### src/rtl/rv32_pkg.sv
// RV32I types and constants shared by the instruction encoder and its checkers.
package rv32_pkg;

    typedef enum logic [2:0] {
        IMM_U = 3'd0,
        IMM_I = 3'd1,
        IMM_J = 3'd2,
        IMM_S = 3'd3,
        IMM_B = 3'd4
    } imm_src_t;

    localparam int IMM12_MIN = -2048;
    localparam int IMM12_MAX = 2047;
    localparam int IMMB_MIN  = -4096;
    localparam int IMMB_MAX  = 4094;
    localparam int IMMJ_MIN  = -1048576;
    localparam int IMMJ_MAX  = 1048574;

    localparam logic [31:0] NOP = 32'h0000_0013;

endpackage

### src/rtl/imm_encoder_if.sv
// Request/result handshake bundle for imm_encoder.
interface imm_encoder_if;
    logic        in_valid;
    logic        in_ready;
    logic [2:0]  in_imm_src;
    logic [6:0]  in_opcode;
    logic [4:0]  in_rd;
    logic [4:0]  in_rs1;
    logic [4:0]  in_rs2;
    logic [2:0]  in_funct3;
    logic [31:0] in_imm;
    logic        out_valid;
    logic        out_ready;
    logic [31:0] out_instr;
    logic        out_err;

    modport master (
        output in_valid, in_imm_src, in_opcode, in_rd, in_rs1, in_rs2, in_funct3, in_imm, out_ready,
        input  in_ready, out_valid, out_instr, out_err
    );

    modport slave (
        input  in_valid, in_imm_src, in_opcode, in_rd, in_rs1, in_rs2, in_funct3, in_imm, out_ready,
        output in_ready, out_valid, out_instr, out_err
    );
endinterface

### src/rtl/imm_range_check.sv
// Flags immediates that the selected RV32I format cannot represent exactly.
module imm_range_check
    import rv32_pkg::*;
(
    input  logic [2:0]  imm_src,
    input  logic [31:0] imm,
    output logic        err
);
    logic signed [31:0] simm;

    assign simm = $signed(imm);

    always_comb begin
        err = 1'b1;
        case (imm_src_t'(imm_src))
            IMM_U:        err = (imm[11:0] != 12'd0);
            IMM_I, IMM_S: err = (simm < IMM12_MIN) || (simm > IMM12_MAX);
            IMM_B:        err = (simm < IMMB_MIN) || (simm > IMMB_MAX) || imm[0];
            IMM_J:        err = (simm < IMMJ_MIN) || (simm > IMMJ_MAX) || imm[0];
            default:      err = 1'b1;
        endcase
    end
endmodule

### src/rtl/imm_encoder.sv
// Two-stage RV32I instruction encoder: S1 captures fields and the range verdict,
// S2 holds the packed word until the consumer takes it.
module imm_encoder
    import rv32_pkg::*;
#(
    parameter int CNT_W = 16
) (
    input  logic             clk,
    input  logic             rst_n,
    imm_encoder_if.slave     bus,
    output logic [CNT_W-1:0] enc_count,
    output logic [CNT_W-1:0] err_count
);
    logic        s1_valid;
    logic [2:0]  s1_src;
    logic [6:0]  s1_opcode;
    logic [4:0]  s1_rd;
    logic [4:0]  s1_rs1;
    logic [4:0]  s1_rs2;
    logic [2:0]  s1_funct3;
    logic [31:0] s1_imm;
    logic        s1_err;
    logic        chk_err;
    logic [31:0] packed_word;
    logic        s2_ready;
    logic        s1_adv;
    logic        in_fire;
    logic        out_fire;

    imm_range_check u_check (
        .imm_src (bus.in_imm_src),
        .imm     (bus.in_imm),
        .err     (chk_err)
    );

    // S1 may refill in the same cycle it drains, so in_ready looks through to out_ready.
    assign s2_ready     = ~bus.out_valid | bus.out_ready;
    assign s1_adv       = s1_valid & s2_ready;
    assign bus.in_ready = ~s1_valid | s2_ready;
    assign in_fire      = bus.in_valid & bus.in_ready;
    assign out_fire     = bus.out_valid & bus.out_ready;

    always_comb begin
        packed_word = NOP;
        case (imm_src_t'(s1_src))
            IMM_U: packed_word = {s1_imm[31:12], s1_rd, s1_opcode};
            IMM_I: packed_word = {s1_imm[11:0], s1_rs1, s1_funct3, s1_rd, s1_opcode};
            IMM_S: packed_word = {s1_imm[11:5], s1_rs2, s1_rs1, s1_funct3, s1_imm[4:0], s1_opcode};
            IMM_B: packed_word = {s1_imm[12], s1_imm[10:5], s1_rs2, s1_rs1, s1_funct3,
                                  s1_imm[4:1], s1_imm[11], s1_opcode};
            IMM_J: packed_word = {s1_imm[20], s1_imm[10:1], s1_imm[11], s1_imm[19:12],
                                  s1_rd, s1_opcode};
            default: packed_word = NOP;
        endcase
    end

    always_ff @(posedge clk or negedge rst_n) begin
        if (!rst_n) begin
            s1_valid  <= 1'b0;
            s1_src    <= '0;
            s1_opcode <= '0;
            s1_rd     <= '0;
            s1_rs1    <= '0;
            s1_rs2    <= '0;
            s1_funct3 <= '0;
            s1_imm    <= '0;
            s1_err    <= 1'b0;
        end else begin
            if (in_fire) begin
                s1_valid  <= 1'b1;
                s1_src    <= bus.in_imm_src;
                s1_opcode <= bus.in_opcode;
                s1_rd     <= bus.in_rd;
                s1_rs1    <= bus.in_rs1;
                s1_rs2    <= bus.in_rs2;
                s1_funct3 <= bus.in_funct3;
                s1_imm    <= bus.in_imm;
                s1_err    <= chk_err;
            end else if (s1_adv) begin
                s1_valid <= 1'b0;
            end
        end
    end

    always_ff @(posedge clk or negedge rst_n) begin
        if (!rst_n) begin
            bus.out_valid <= 1'b0;
            bus.out_instr <= '0;
            bus.out_err   <= 1'b0;
        end else if (s1_adv) begin
            bus.out_valid <= 1'b1;
            bus.out_instr <= packed_word;
            bus.out_err   <= s1_err;
        end else if (out_fire) begin
            bus.out_valid <= 1'b0;
        end
    end

    always_ff @(posedge clk or negedge rst_n) begin
        if (!rst_n) begin
            enc_count <= '0;
            err_count <= '0;
        end else begin
            if (in_fire && (enc_count != '1))
                enc_count <= enc_count + CNT_W'(1);
            if (out_fire && bus.out_err && (err_count != '1))
                err_count <= err_count + CNT_W'(1);
        end
    end
endmodule

### src/flat_wrapper.sv
// flat-port wrapper written by rule: the top's interface ports become plain ports
module imm_encoder_flat import rv32_pkg::*;
#(
    parameter int CNT_W = 16
)
  (clk, rst_n, enc_count, err_count, bus_in_valid, bus_in_imm_src, bus_in_opcode, bus_in_rd, bus_in_rs1, bus_in_rs2, bus_in_funct3, bus_in_imm, bus_out_ready, bus_in_ready, bus_out_valid, bus_out_instr, bus_out_err);
  imm_encoder_if bus_i ();
  input  logic clk;
  input  logic rst_n;
  output logic [CNT_W-1:0] enc_count;
  output logic [CNT_W-1:0] err_count;
  input wire logic [$bits(bus_i.in_valid)-1:0] bus_in_valid;
  input wire logic [$bits(bus_i.in_imm_src)-1:0] bus_in_imm_src;
  input wire logic [$bits(bus_i.in_opcode)-1:0] bus_in_opcode;
  input wire logic [$bits(bus_i.in_rd)-1:0] bus_in_rd;
  input wire logic [$bits(bus_i.in_rs1)-1:0] bus_in_rs1;
  input wire logic [$bits(bus_i.in_rs2)-1:0] bus_in_rs2;
  input wire logic [$bits(bus_i.in_funct3)-1:0] bus_in_funct3;
  input wire logic [$bits(bus_i.in_imm)-1:0] bus_in_imm;
  input wire logic [$bits(bus_i.out_ready)-1:0] bus_out_ready;
  output wire logic [$bits(bus_i.in_ready)-1:0] bus_in_ready;
  output wire logic [$bits(bus_i.out_valid)-1:0] bus_out_valid;
  output wire logic [$bits(bus_i.out_instr)-1:0] bus_out_instr;
  output wire logic [$bits(bus_i.out_err)-1:0] bus_out_err;
  assign bus_i.in_valid = bus_in_valid;
  assign bus_i.in_imm_src = bus_in_imm_src;
  assign bus_i.in_opcode = bus_in_opcode;
  assign bus_i.in_rd = bus_in_rd;
  assign bus_i.in_rs1 = bus_in_rs1;
  assign bus_i.in_rs2 = bus_in_rs2;
  assign bus_i.in_funct3 = bus_in_funct3;
  assign bus_i.in_imm = bus_in_imm;
  assign bus_i.out_ready = bus_out_ready;
  assign bus_in_ready = bus_i.in_ready;
  assign bus_out_valid = bus_i.out_valid;
  assign bus_out_instr = bus_i.out_instr;
  assign bus_out_err = bus_i.out_err;
  imm_encoder #(.CNT_W(CNT_W)) u_core (.clk(clk), .rst_n(rst_n), .bus(bus_i), .enc_count(enc_count), .err_count(err_count));
endmodule
### config.mk
export PLATFORM = sky130hd
export DESIGN_NAME = imm_encoder_flat
export DESIGN_NICKNAME = d
export VERILOG_FILES = /design/src/rtl/rv32_pkg.sv /design/src/rtl/imm_encoder_if.sv /design/src/rtl/imm_range_check.sv /design/src/rtl/imm_encoder.sv /design/src/flat_wrapper.sv
export SDC_FILE = /design/constraint.sdc
export NUM_CORES = 1
export LEC_CHECK = 0
export ABC_AREA = 1
export CAP_MARGIN = 10
export CORE_MARGIN = 2
export CORE_UTILIZATION = 45
export CTS_CLUSTER_DIAMETER = 80
export CTS_CLUSTER_SIZE = 20
export DETAILED_ROUTE_END_ITERATION = 8
export MAX_ROUTING_LAYER = met4
export PLACE_DENSITY = 0.75
export SYNTH_ARGS = -nofsm -noshare
export SYNTH_HDL_FRONTEND = slang
export SYNTH_SLANG_ARGS = --single-unit
### constraint.sdc
create_clock -name clk -period 1.55 [get_ports clk]
set_input_delay 0.2325 -clock clk [delete_from_list [all_inputs] [get_ports clk]]
set_output_delay 0.2325 -clock clk [all_outputs]
set_load 0.02 [all_outputs]
==> flow_metrics.env, run 1 <==
export IMPL_tightestPinTransition_ps=424
export IMPL_numClockSinks=128
export IMPL_finalCritPeriodShare=0.995
export IMPL_min_path_type="in2async"
export IMPL_h_tree_depth=4
export IMPL_grt_ovfl_total=0
export IMPL_worstReg2RegStart="u_core.err_count[1]"
export IMPL_postSynthNetCount=834
export IMPL_worst_setup_hold_path_clk_slew_ps=60
export IMPL_ys_async_sr_fraction=1.00
export IMPL_final_setup_worst_slack_ps=7.54
export IMPL_clock_tree_from_tritoncts="yes"
export IMPL_cts_buffers_inserted=17
export IMPL_clock_tree_root_cell="clkbuf_16"
export IMPL_critical_path_max_stage_delay_ps=420
export IMPL_finalSetupTns_ps=0
export IMPL_critPathRequiredTime_ps=1860
export IMPL_place_gp_congestion=0.950
export IMPL_synth_top_area_frac=0.519
export IMPL_routed_wl_um=17000
export IMPL_detail_route_iter0_violations=544
export IMPL_vdd_ir_drop_worst_uv=893
export IMPL_clock_latency_ps=420
export IMPL_buffer_ports_inserted=130
export IMPL_num_nets_final=1063
export IMPL_ant_diodes=0
export IMPL_first_global_vias=5832
export IMPL_synth_area_per_cell_um2=8.04
export IMPL_final_fill_count=1066
export IMPL_r2r_cells=11
export IMPL_number_of_standard_cells_after_synthesis=768
export IMPL_synth_seq_cells=128
export IMPL_drive_above_1_share=0.195
export IMPL_rsz0062_at_grt="yes"
export IMPL_antenna_violating_nets_post_route=0
export IMPL_grt_start_max_net_pins=81
export IMPL_area_growth_synth_to_final_pct=48.5
export IMPL_synthDominantAreaCellType="dfrtp_1"
export IMPL_ff_to_ff_setup_slack_ps=8
export IMPL_post_synth_most_frequent_cells="nand2_1 (258), dfrtp_1 (128), nor2_1 (77), inv_1 (76), o21ai_0 (68)"
export IMPL_minimum_clock_period_ps=1540
export IMPL_synth_area_mm2=0.00617
export IMPL_synth_edff_count=0
export IMPL_outcome="completed"
export IMPL_post_route_cell_area_mm2=0.00916
export IMPL_arrival_ps=1850
export IMPL_placed_instances=1144
export IMPL_wl_per_cell_um=14.3
export IMPL_crit_path_end_kind="flip-flop"
export IMPL_path_max_fanout=4
export IMPL_design_core_area_mm2=0.0133
export IMPL_worst_clk_skew_ps=11.7
export IMPL_post_synth_num_cell_types=36
export IMPL_fin_cells=1186
export IMPL_leakage_power_summed_over_all_cells_uw=0.00458
export IMPL_r2r_end="u_core.err_count[11]"
export IMPL_die_area_mm2=0.0147
export IMPL_yosysMostFrequentCell="nand2_1"
export IMPL_grtUsageTotal=0.246
export IMPL_crit_path_start_kind="flip-flop"
export IMPL_vias=5909
export IMPL_dominantRegCellSynth="dfrtp_1"
export IMPL_p_per_area_mw_per_mm2=1390
export IMPL_top_level_ports=131
export IMPL_place_hpwl_um=12100
export IMPL_starting_density_of_the_core=0.464
export IMPL_drt_vias_per_instance=4.98
export IMPL_maxSlewViolCount=0
export IMPL_chipHeight_um=121
export IMPL_critPathSlowestCell="dfrtp_2"
export IMPL_grt_antenna_before_repair=0
export IMPL_synth_warnings=0
export IMPL_timing_final_hold_violations=0
export IMPL_drc=0
export IMPL_max_cap_violations=0
export IMPL_seq_area_frac_synth=0.519
export IMPL_floorplan_die_width_um=121
export IMPL_totalPowerFinal_uw=12700
export IMPL_synth_top_cells_by_area="dfrtp_1 (52%), nand2_1 (16%), o21ai_0 (5.5%)"
export IMPL_floorplan_rows=42
export IMPL_setup_violations=0
export IMPL_drtPass1Iterations=5
export IMPL_slew_headroom=0.718
export IMPL_cts_max_path_buffers=2
export IMPL_timing_fmax_ghz=0.648
export IMPL_placedInstanceArea_mm2=0.00834
export IMPL_grt_first_pass_wirelength_um=27500
export IMPL_path_cells="ha_4 > nand3_2 > nor2_2 > nand3_2 > nand2_4 > nor2_4 > nand3_2 > nor2_4 > nand2_1 > nand2_1 > nand2_1"
export IMPL_place_ws_ps=-217
export IMPL_timing_setup_critical_path_class="reg2reg"
-- state kept, by name, summed over array words and instances (netlist names), 3 cells and up --
register / flops
u_core.bus.out_instr: 32
u_core.s1_src: 3
u_core.s1_imm: 32
u_core.s1_rs1: 5
u_core.s1_funct3: 3
u_core.err_count: 16
u_core.s1_rd: 5
u_core.s1_opcode: 7
u_core.s1_rs2: 5
u_core.enc_count: 16
-- layout by cell type, fill, tap and decap left out, types with 4 or more instances in the layout --
cell               n
a21oi_1            4
buf_4             95
bufinv_16          4
clkbuf_16         17
clkdlybuf4s15_1    6
clkdlybuf4s50_1   62
dfrtp_1          120
dfrtp_2            8
dlygate4sd2_1     58
inv_1             74
inv_2              7
inv_6              6
nand2_1          256
nand3_1           24
nand3_2            8
nand4_1           10
nor2_1            70
nor2_2             5
nor2_4            10
nor3_1             8
o21ai_0           68
o21ai_1            4
o31ai_1            6
xnor2_1            7
xor2_1            21
-- worst max-delay path, delay by kind of cell (launching register included) --
| kind | cells | cell delay (ps) |
|---|---|---|
| adders and majority gates | 1 | 170 |
| DFF | 1 | 420 |
| and+or+nand+nor | 10 | 850 |
-- metrics by stage --
stage / util / hold WS, ps
final: 0.689 / 344
after global routing: 0.689 / 370
after CTS: 0.676 / 346
after detailed placement: 0.627 / 251
after global placement: 0.627 / 256
after floorplan: - / -63.1
-- kinds of logic (layout without fill, tap and decap cells) --
logic type,count (synthesis),in the layout,share of synthesized area
simple gates,409,409,0.283
buf+inv,105,347,0.0687
xor+xnor,29,29,0.0412
fa+ha+maj,2,2,0.00405
compound gates,95,95,0.0843
flops,128,128,0.519
-- worst max path at each step --
| stage | slack, ps | from | end |
|---|---|---|---|
| final | 8 | u_core.err_count[1] | u_core.err_count[11] |
| after global routing | -90 | u_core.err_count[0] | u_core.err_count[11] |
| after CTS | -10 | u_core.enc_count[0] | u_core.enc_count[11] |
| after detailed placement | -220 | bus_out_ready | u_core.enc_count[14] |
| after global placement | -160 | bus_out_ready | u_core.enc_count[14] |
| after floorplan | -40 | u_core.err_count[0] | u_core.err_count[11] |
-- layer usage --
metal / part of all wire / track usage / up-vias
met3: 0.064 / 0.0493 / 28
met4: 0.018 / 0.0858 / 0
li1: - / - / 2895
met5: 0 / - / -
met1: 0.43 / 0.307 / 2768
met2: 0.49 / 0.401 / 218
-- cell type report --
type,count,area (um^2),share of cell area
Inverter,83,317,0.0346
Multi-Input combinational cell,535,2730,0.298
Tap cell,176,220,0.0240
Clock inverter,13,196,0.0214
Sequential cell,128,3210,0.351
Timing Repair Buffer,232,2040,0.222
Clock buffer,19,453,0.0494
-- power by group --
group          switching [uW]  total [uW]  leakage (uW)  internal, uW
Combinational            2230        3800       0.00268          1580
Sequential                495        4550       0.00159          4060
Clock                    1550        4350      0.000312          2810
Total                    4270       12700       0.00458          8440
-- what timing repair did --
item                                    4_1_cts  5_1_grt
endpoints found under the setup margin       84       44
endpoints found under the hold margin       128        0
pin swaps                                    10       17
buffers inserted                              1        8
gates resized for setup                      89       35
hold buffers                                  1        0
Power figures use the tool's default switching activity.
==> inputs of run 2 (changes only) <==
Settings changed: RECOVER_POWER from default to 100.
==> flow_metrics.env, run 2 (synthesis gave the netlist of run 1 again) <==
export IMPL_outcome="completed"
export IMPL_starting_density_of_the_core=0.464
export IMPL_wl_per_cell_um=14.4
export IMPL_critPathRequiredTime_ps=1860
export IMPL_vias=5906
export IMPL_leakage_power_summed_over_all_cells_uw=0.00456
export IMPL_crit_path_start_kind="flip-flop"
export IMPL_grtUsageTotal=0.246
export IMPL_chipHeight_um=121
export IMPL_detail_route_iter0_violations=516
export IMPL_drt_vias_per_instance=4.98
export IMPL_routed_wl_um=17000
export IMPL_final_fill_count=1078
export IMPL_design_core_area_mm2=0.0133
export IMPL_grt_start_max_net_pins=81
export IMPL_clock_tree_from_tritoncts="yes"
export IMPL_mostFrequentLayoutCell="nand2_1"
export IMPL_path_cells="ha_4 > nand3_2 > nor2_2 > nand3_2 > nand2_4 > nor2_4 > nand3_2 > nor2_4 > nand2_1 > nand2_1 > nand2_1"
export IMPL_timing_setup_critical_path_class="reg2reg"
export IMPL_top_regs="u_core.bus.out_instr: 32 flops, u_core.s1_imm: 32 flops"
export IMPL_cts_buffers_inserted=17
export IMPL_drc=0
export IMPL_buffer_ports_inserted=130
export IMPL_vdd_ir_drop_worst_uv=892
export IMPL_drive_above_1_share=0.189
export IMPL_grt_ovfl_total=0
export IMPL_clock_tree_root_cell="clkbuf_16"
export IMPL_finalCritPeriodShare=0.996
export IMPL_floorplan_die_width_um=121
export IMPL_path_max_fanout=4
export IMPL_drtPass1Iterations=7
export IMPL_r2r_cells=11
export IMPL_worst_hold_slack_ps=366
export IMPL_num_nets_final=1063
export IMPL_grt_antenna_before_repair=0
export IMPL_layout_cells_most_common_list="nand2_1 (256), dfrtp_1 (120), buf_4 (91)"
export IMPL_die_area_mm2=0.0147
export IMPL_clock_latency_ps=420
export IMPL_max_cap_violations=0
export IMPL_area_growth_synth_to_final_pct=47.5
export IMPL_critical_path_max_stage_delay_ps=420
export IMPL_grt_first_pass_wirelength_um=27500
export IMPL_crit_path_end_kind="flip-flop"
export IMPL_place_gp_congestion=0.950
export IMPL_top_level_ports=131
export IMPL_ant_diodes=0
export IMPL_timing_fmax_ghz=0.648
export IMPL_worst_clk_skew_ps=11.1
export IMPL_totalPowerFinal_uw=12700
export IMPL_p_per_area_mw_per_mm2=1390
export IMPL_worst_setup_hold_path_clk_slew_ps=60
export IMPL_worstHoldEndpoint="u_core.s1_rs2[4]"
export IMPL_timing_final_hold_violations=0
export IMPL_maxSlewViolCount=0
export IMPL_ff_to_ff_setup_slack_ps=6
export IMPL_min_delay_startpoint="bus_in_rs2[4]"
export IMPL_minimum_clock_period_ps=1540
export IMPL_cts_max_path_buffers=2
export IMPL_arrival_ps=1860
export IMPL_tightestPinTransition_ps=986
export IMPL_antenna_violating_nets_post_route=0
export IMPL_worst_hold_path_num_cells=3
export IMPL_numClockSinks=128
export IMPL_worstReg2RegStart="u_core.err_count[1]"
export IMPL_critPathSlowestCell="dfrtp_2"
export IMPL_setup_violations=0
export IMPL_floorplan_rows=42
export IMPL_finalCoreUtilization=0.685
export IMPL_slew_headroom=0.343
export IMPL_r2r_end="u_core.err_count[11]"
export IMPL_first_global_vias=5832
export IMPL_h_tree_depth=4
export IMPL_rsz0062_at_grt="yes"
export IMPL_min_path_type="in2reg"
export IMPL_place_hpwl_um=12100
## run 2: cell types whose count changed in the layout (fill, tap and decap cells not counted)
cell and delta:
buf_12 -3, buf_4 -4, buf_6 +1, clkbuf_1 +4, clkbuf_2 +1, clkbuf_4 +1, inv_1 +1, inv_2 -1
nand3_1 +1, nand3_2 -1, o21ai_0 +1, o21ai_1 -1
## run 2: area by class of cell
cell class | instances | area, um^2 | area share
Multi-Input combinational cell | 535 | 2720 | 0.299
Sequential cell | 128 | 3210 | 0.353
Tap cell | 176 | 220 | 0.0242
Inverter | 83 | 317 | 0.0348
Clock buffer | 19 | 453 | 0.0497
Clock inverter | 13 | 196 | 0.0216
Timing Repair Buffer | 232 | 1980 | 0.218
## run 2: routing by layer
metal / part of all wire / wire [um] / global-route usage / up-vias
li1: - / - / - / 2894
met3: 0.059 / 1010 / 0.0493 / 28
met1: 0.43 / 7350 / 0.307 / 2773
met2: 0.49 / 8360 / 0.401 / 211
met4: 0.018 / 302 / 0.0858 / 0
met5: 0 / 0 / - / -
## run 2: critical path, delay by kind of cell (launching register included)
family / cells / cell delay, ps
fa+ha+maj: 1 / 170
flops: 1 / 420
simple gates: 10 / 860
## run 2: power by group
part	switching (uW)	internal (uW)
Clock	1550	2810
Sequential	497	4060
Combinational	2220	1550
## run 2: worst max-delay path by stage
stage,end,from,cells past startpoint
2_1_floorplan,u_core.err_count[11],u_core.err_count[0],11
3_3_place_gp,u_core.enc_count[14],bus_out_ready,10
3_5_place_dp,u_core.enc_count[14],bus_out_ready,10
4_1_cts,u_core.enc_count[11],u_core.enc_count[0],9
5_1_grt,u_core.err_count[11],u_core.err_count[0],11
6_report,u_core.err_count[11],u_core.err_count[1],11
## run 2: stage by stage
step                setup TNS (ps)  cell area (um^2)  setup WS, ps  std cells
finish                           0              9100          5.67       1186
global route                  -824              9100         -94.5       1186
CTS                          -23.4              8990         -10.6       1178
detailed placement          -11000              8340          -217       1144
global placement             -7190              8340          -162       1144
floorplan                    -38.9              6200         -38.9        768
## run 2: repair_timing
item                                   CTS  global route
hold buffers                             1             0
setup endpoints to repair               84            44
buffers inserted                         1             8
pin swaps                               10            17
gates resized for setup                 89            35
endpoints found under the hold margin  128             0
gates cloned                             0             0
==> inputs of run 3 (changes only) <==
Settings changed: ABC_AREA 1 to 0.
==> flow_metrics.env, run 3 <==
export IMPL_outcome="finished with violations"
export IMPL_failed_checks="setup timing"
export IMPL_timing_setup_critical_path_class="reg2reg"
export IMPL_place_gp_congestion=0.937
export IMPL_vdd_ir_drop_worst_uv=974
export IMPL_r2r_end="u_core.enc_count[1]"
export IMPL_seq_area_frac_synth=0.543
export IMPL_setup_violations=24
export IMPL_minimum_clock_period_ps=1680
export IMPL_vias=5621
export IMPL_detail_route_iter0_violations=378
export IMPL_yosysMostFrequentCell="nand2_1"
export IMPL_clock_latency_ps=420
export IMPL_m1WireLength_um=6960
export IMPL_grt_start_max_net_pins=43
export IMPL_post_synth_num_cell_types=50
export IMPL_path_max_fanout=9
export IMPL_num_nets_final=942
export IMPL_worstReg2RegStart="u_core.enc_count[1]"
export IMPL_grt_first_pass_wirelength_um=27500
export IMPL_place_hpwl_um=12000
export IMPL_combined_area_of_the_multi_input_logic_cells_mm2=0.00273
export IMPL_starting_density_of_the_core=0.464
export IMPL_ys_async_sr_fraction=1.00
export IMPL_crit_path_to="u_core.enc_count[1]"
export IMPL_grtUsageTotal=0.251
export IMPL_detailroute_wirelength_met3_um=809
export IMPL_buffer_ports_inserted=130
export IMPL_number_of_standard_cells_after_synthesis=646
export IMPL_post_synth_most_frequent_cells="nand2_1 (226), dfrtp_1 (128), clkbuf_1 (25), nor2_1 (23), xnor2_1 (20)"
export IMPL_dominantRegCellSynth="dfrtp_1"
export IMPL_regArea_mm2=0.00322
export IMPL_design_core_area_mm2=0.0127
export IMPL_layout_cells_most_common_list="nand2_1 (223), dfrtp_1 (113), buf_4 (79)"
export IMPL_max_cap_violations=0
export IMPL_drtPass1Iterations=5
export IMPL_finalCoreUtilization=0.697
export IMPL_rsz0062_at_grt="yes"
export IMPL_first_global_vias=5685
export IMPL_timing_fmax_ghz=0.594
export IMPL_synth_seq_cells=128
export IMPL_clock_tree_root_cell="clkbuf_16"
export IMPL_critPathRequiredTime_ps=1850
export IMPL_wl_per_cell_um=15.7
export IMPL_h_tree_depth=4
export IMPL_synth_area_mm2=0.00590
export IMPL_synth_top_cells_by_area="dfrtp_1 (54%), nand2_1 (14%), xnor2_1 (3.0%)"
export IMPL_chipHeight_um=119
export IMPL_synthDominantAreaCellType="dfrtp_1"
export IMPL_synth_edff_count=0
export IMPL_final_setup_worst_slack_ps=-133
export IMPL_timing_final_hold_violations=0
export IMPL_ant_diodes=0
export IMPL_top_regs="u_core.bus.out_instr: 32 flops, u_core.s1_imm: 32 flops"
export IMPL_arrival_ps=1990
export IMPL_floorplan_die_width_um=119
export IMPL_timing_critical_path_from="u_core.enc_count[1]"
export IMPL_mostFrequentLayoutCell="nand2_1"
export IMPL_drt_vias_per_instance=5.30
export IMPL_synth_area_per_cell_um2=9.13
export IMPL_r2r_cells=6
export IMPL_cts_max_path_buffers=2
export IMPL_drc=0
export IMPL_grt_ovfl_total=0
export IMPL_worst_setup_hold_path_clk_slew_ps=60
export IMPL_top_level_ports=131
export IMPL_met2_length_um=8590
export IMPL_tightestPinTransition_ps=905
export IMPL_leakage_power_summed_over_all_cells_uw=0.00436
export IMPL_top_layer_used="met4"
export IMPL_floorplan_rows=41
export IMPL_antenna_violating_nets_post_route=0
export IMPL_ff_to_ff_setup_slack_ps=-130
export IMPL_p_per_area_mw_per_mm2=1330
export IMPL_place_ws_ps=-354
export IMPL_slew_headroom=0.397
export IMPL_area_growth_synth_to_final_pct=50.3
export IMPL_synth_warnings=0
export IMPL_synth_top_area_frac=0.543
export IMPL_final_fill_count=1020
export IMPL_routed_wl_um=16700
export IMPL_drive_above_1_share=0.216
export IMPL_min_path_type="in2reg"
export IMPL_finalCritPeriodShare=1.09
export IMPL_die_area_mm2=0.0140
export IMPL_numClockSinks=128
export IMPL_crit_path_start_kind="flip-flop"
export IMPL_clock_tree_from_tritoncts="yes"
export IMPL_cts_buffers_inserted=17
export IMPL_crit_path_end_kind="flip-flop"
export IMPL_worst_clk_skew_ps=8.53
export IMPL_maxSlewViolCount=0
export IMPL_grt_antenna_before_repair=0
export IMPL_postSynthNetCount=712
## run 3: how the worst min path moves through the flow
stage	depth (start not counted)	slack (ps)	to	from
floorplan	0	-60	u_core.bus.out_err	rst_n
global placement	1	240	u_core.enc_count[9]	rst_n
detailed placement	1	240	u_core.enc_count[7]	rst_n
CTS	3	330	u_core.s1_opcode[5]	bus_in_opcode[5]
global route	3	340	u_core.s1_opcode[5]	bus_in_opcode[5]
finish	3	330	u_core.s1_opcode[5]	bus_in_opcode[5]
## run 3: final cells by class
class / count / share of cell area
Inverter: 4 / 0.00212
Tap cell: 172 / 0.0243
Sequential cell: 128 / 0.363
Multi-Input combinational cell: 479 / 0.307
Clock buffer: 26 / 0.0574
Clock inverter: 5 / 0.0113
Timing Repair Buffer: 246 / 0.234
## run 3: routing by layer
metal	GRT usage	vias up
li1	-	2683
met1	0.306	2707
met2	0.419	204
met3	0.0434	27
met4	0.0982	0
met5	-	-
## run 3: timing repair
item / in CTS / in global routing
hold endpoints to repair: 31 / 0
gates resized for setup: 88 / 25
pin swaps: 14 / 15
setup buffers: 4 / 11
endpoints found under the setup margin: 109 / 71
hold buffers: 1 / 0
## run 3: cell families (layout without fill, tap and decap cells)
| family | count (synthesis) | after routing | synth area share |
|---|---|---|---|
| muxes | 8 | 8 | 0.0161 |
| and+or+nand+nor | 336 | 336 | 0.251 |
| AOI/OAI and AO/OA | 103 | 103 | 0.113 |
| xor gates and xnor gates | 30 | 30 | 0.0445 |
| adders and majority gates | 2 | 2 | 0.00424 |
| buffers and inverters | 39 | 281 | 0.0276 |
| DFF | 128 | 128 | 0.543 |
## run 3: through the flow
stage / std cells / TNS, ps / total power [uW] / hold slack [ps] / cell area (um^2)
global route: 1060 / -5460 / 12300 / 344 / 8870
detailed placement: 1013 / -16980 / 7850 / 242 / 8200
CTS: 1049 / -1360 / 11800 / 327 / 8820
global placement: 1013 / -14280 / 7730 / 242 / 8200
floorplan: 646 / -1930 / 6030 / -63.1 / 6020
finish: 1060 / -1390 / 11800 / 334 / 8870
## run 3: critical path, stage by stage, from the launching register on
cell and delay [ps]:
dfrtp_2 380, ha_4 140, nand3_2 70, or3_4 340, o21a_1 210, buf_12 140, mux2_4 280
## run 3: report_power, final
part           internal (uW)  switching, uW
logic                   1510           1800
clock network           2730           1370
registers               3930            429
total                   8170           3600
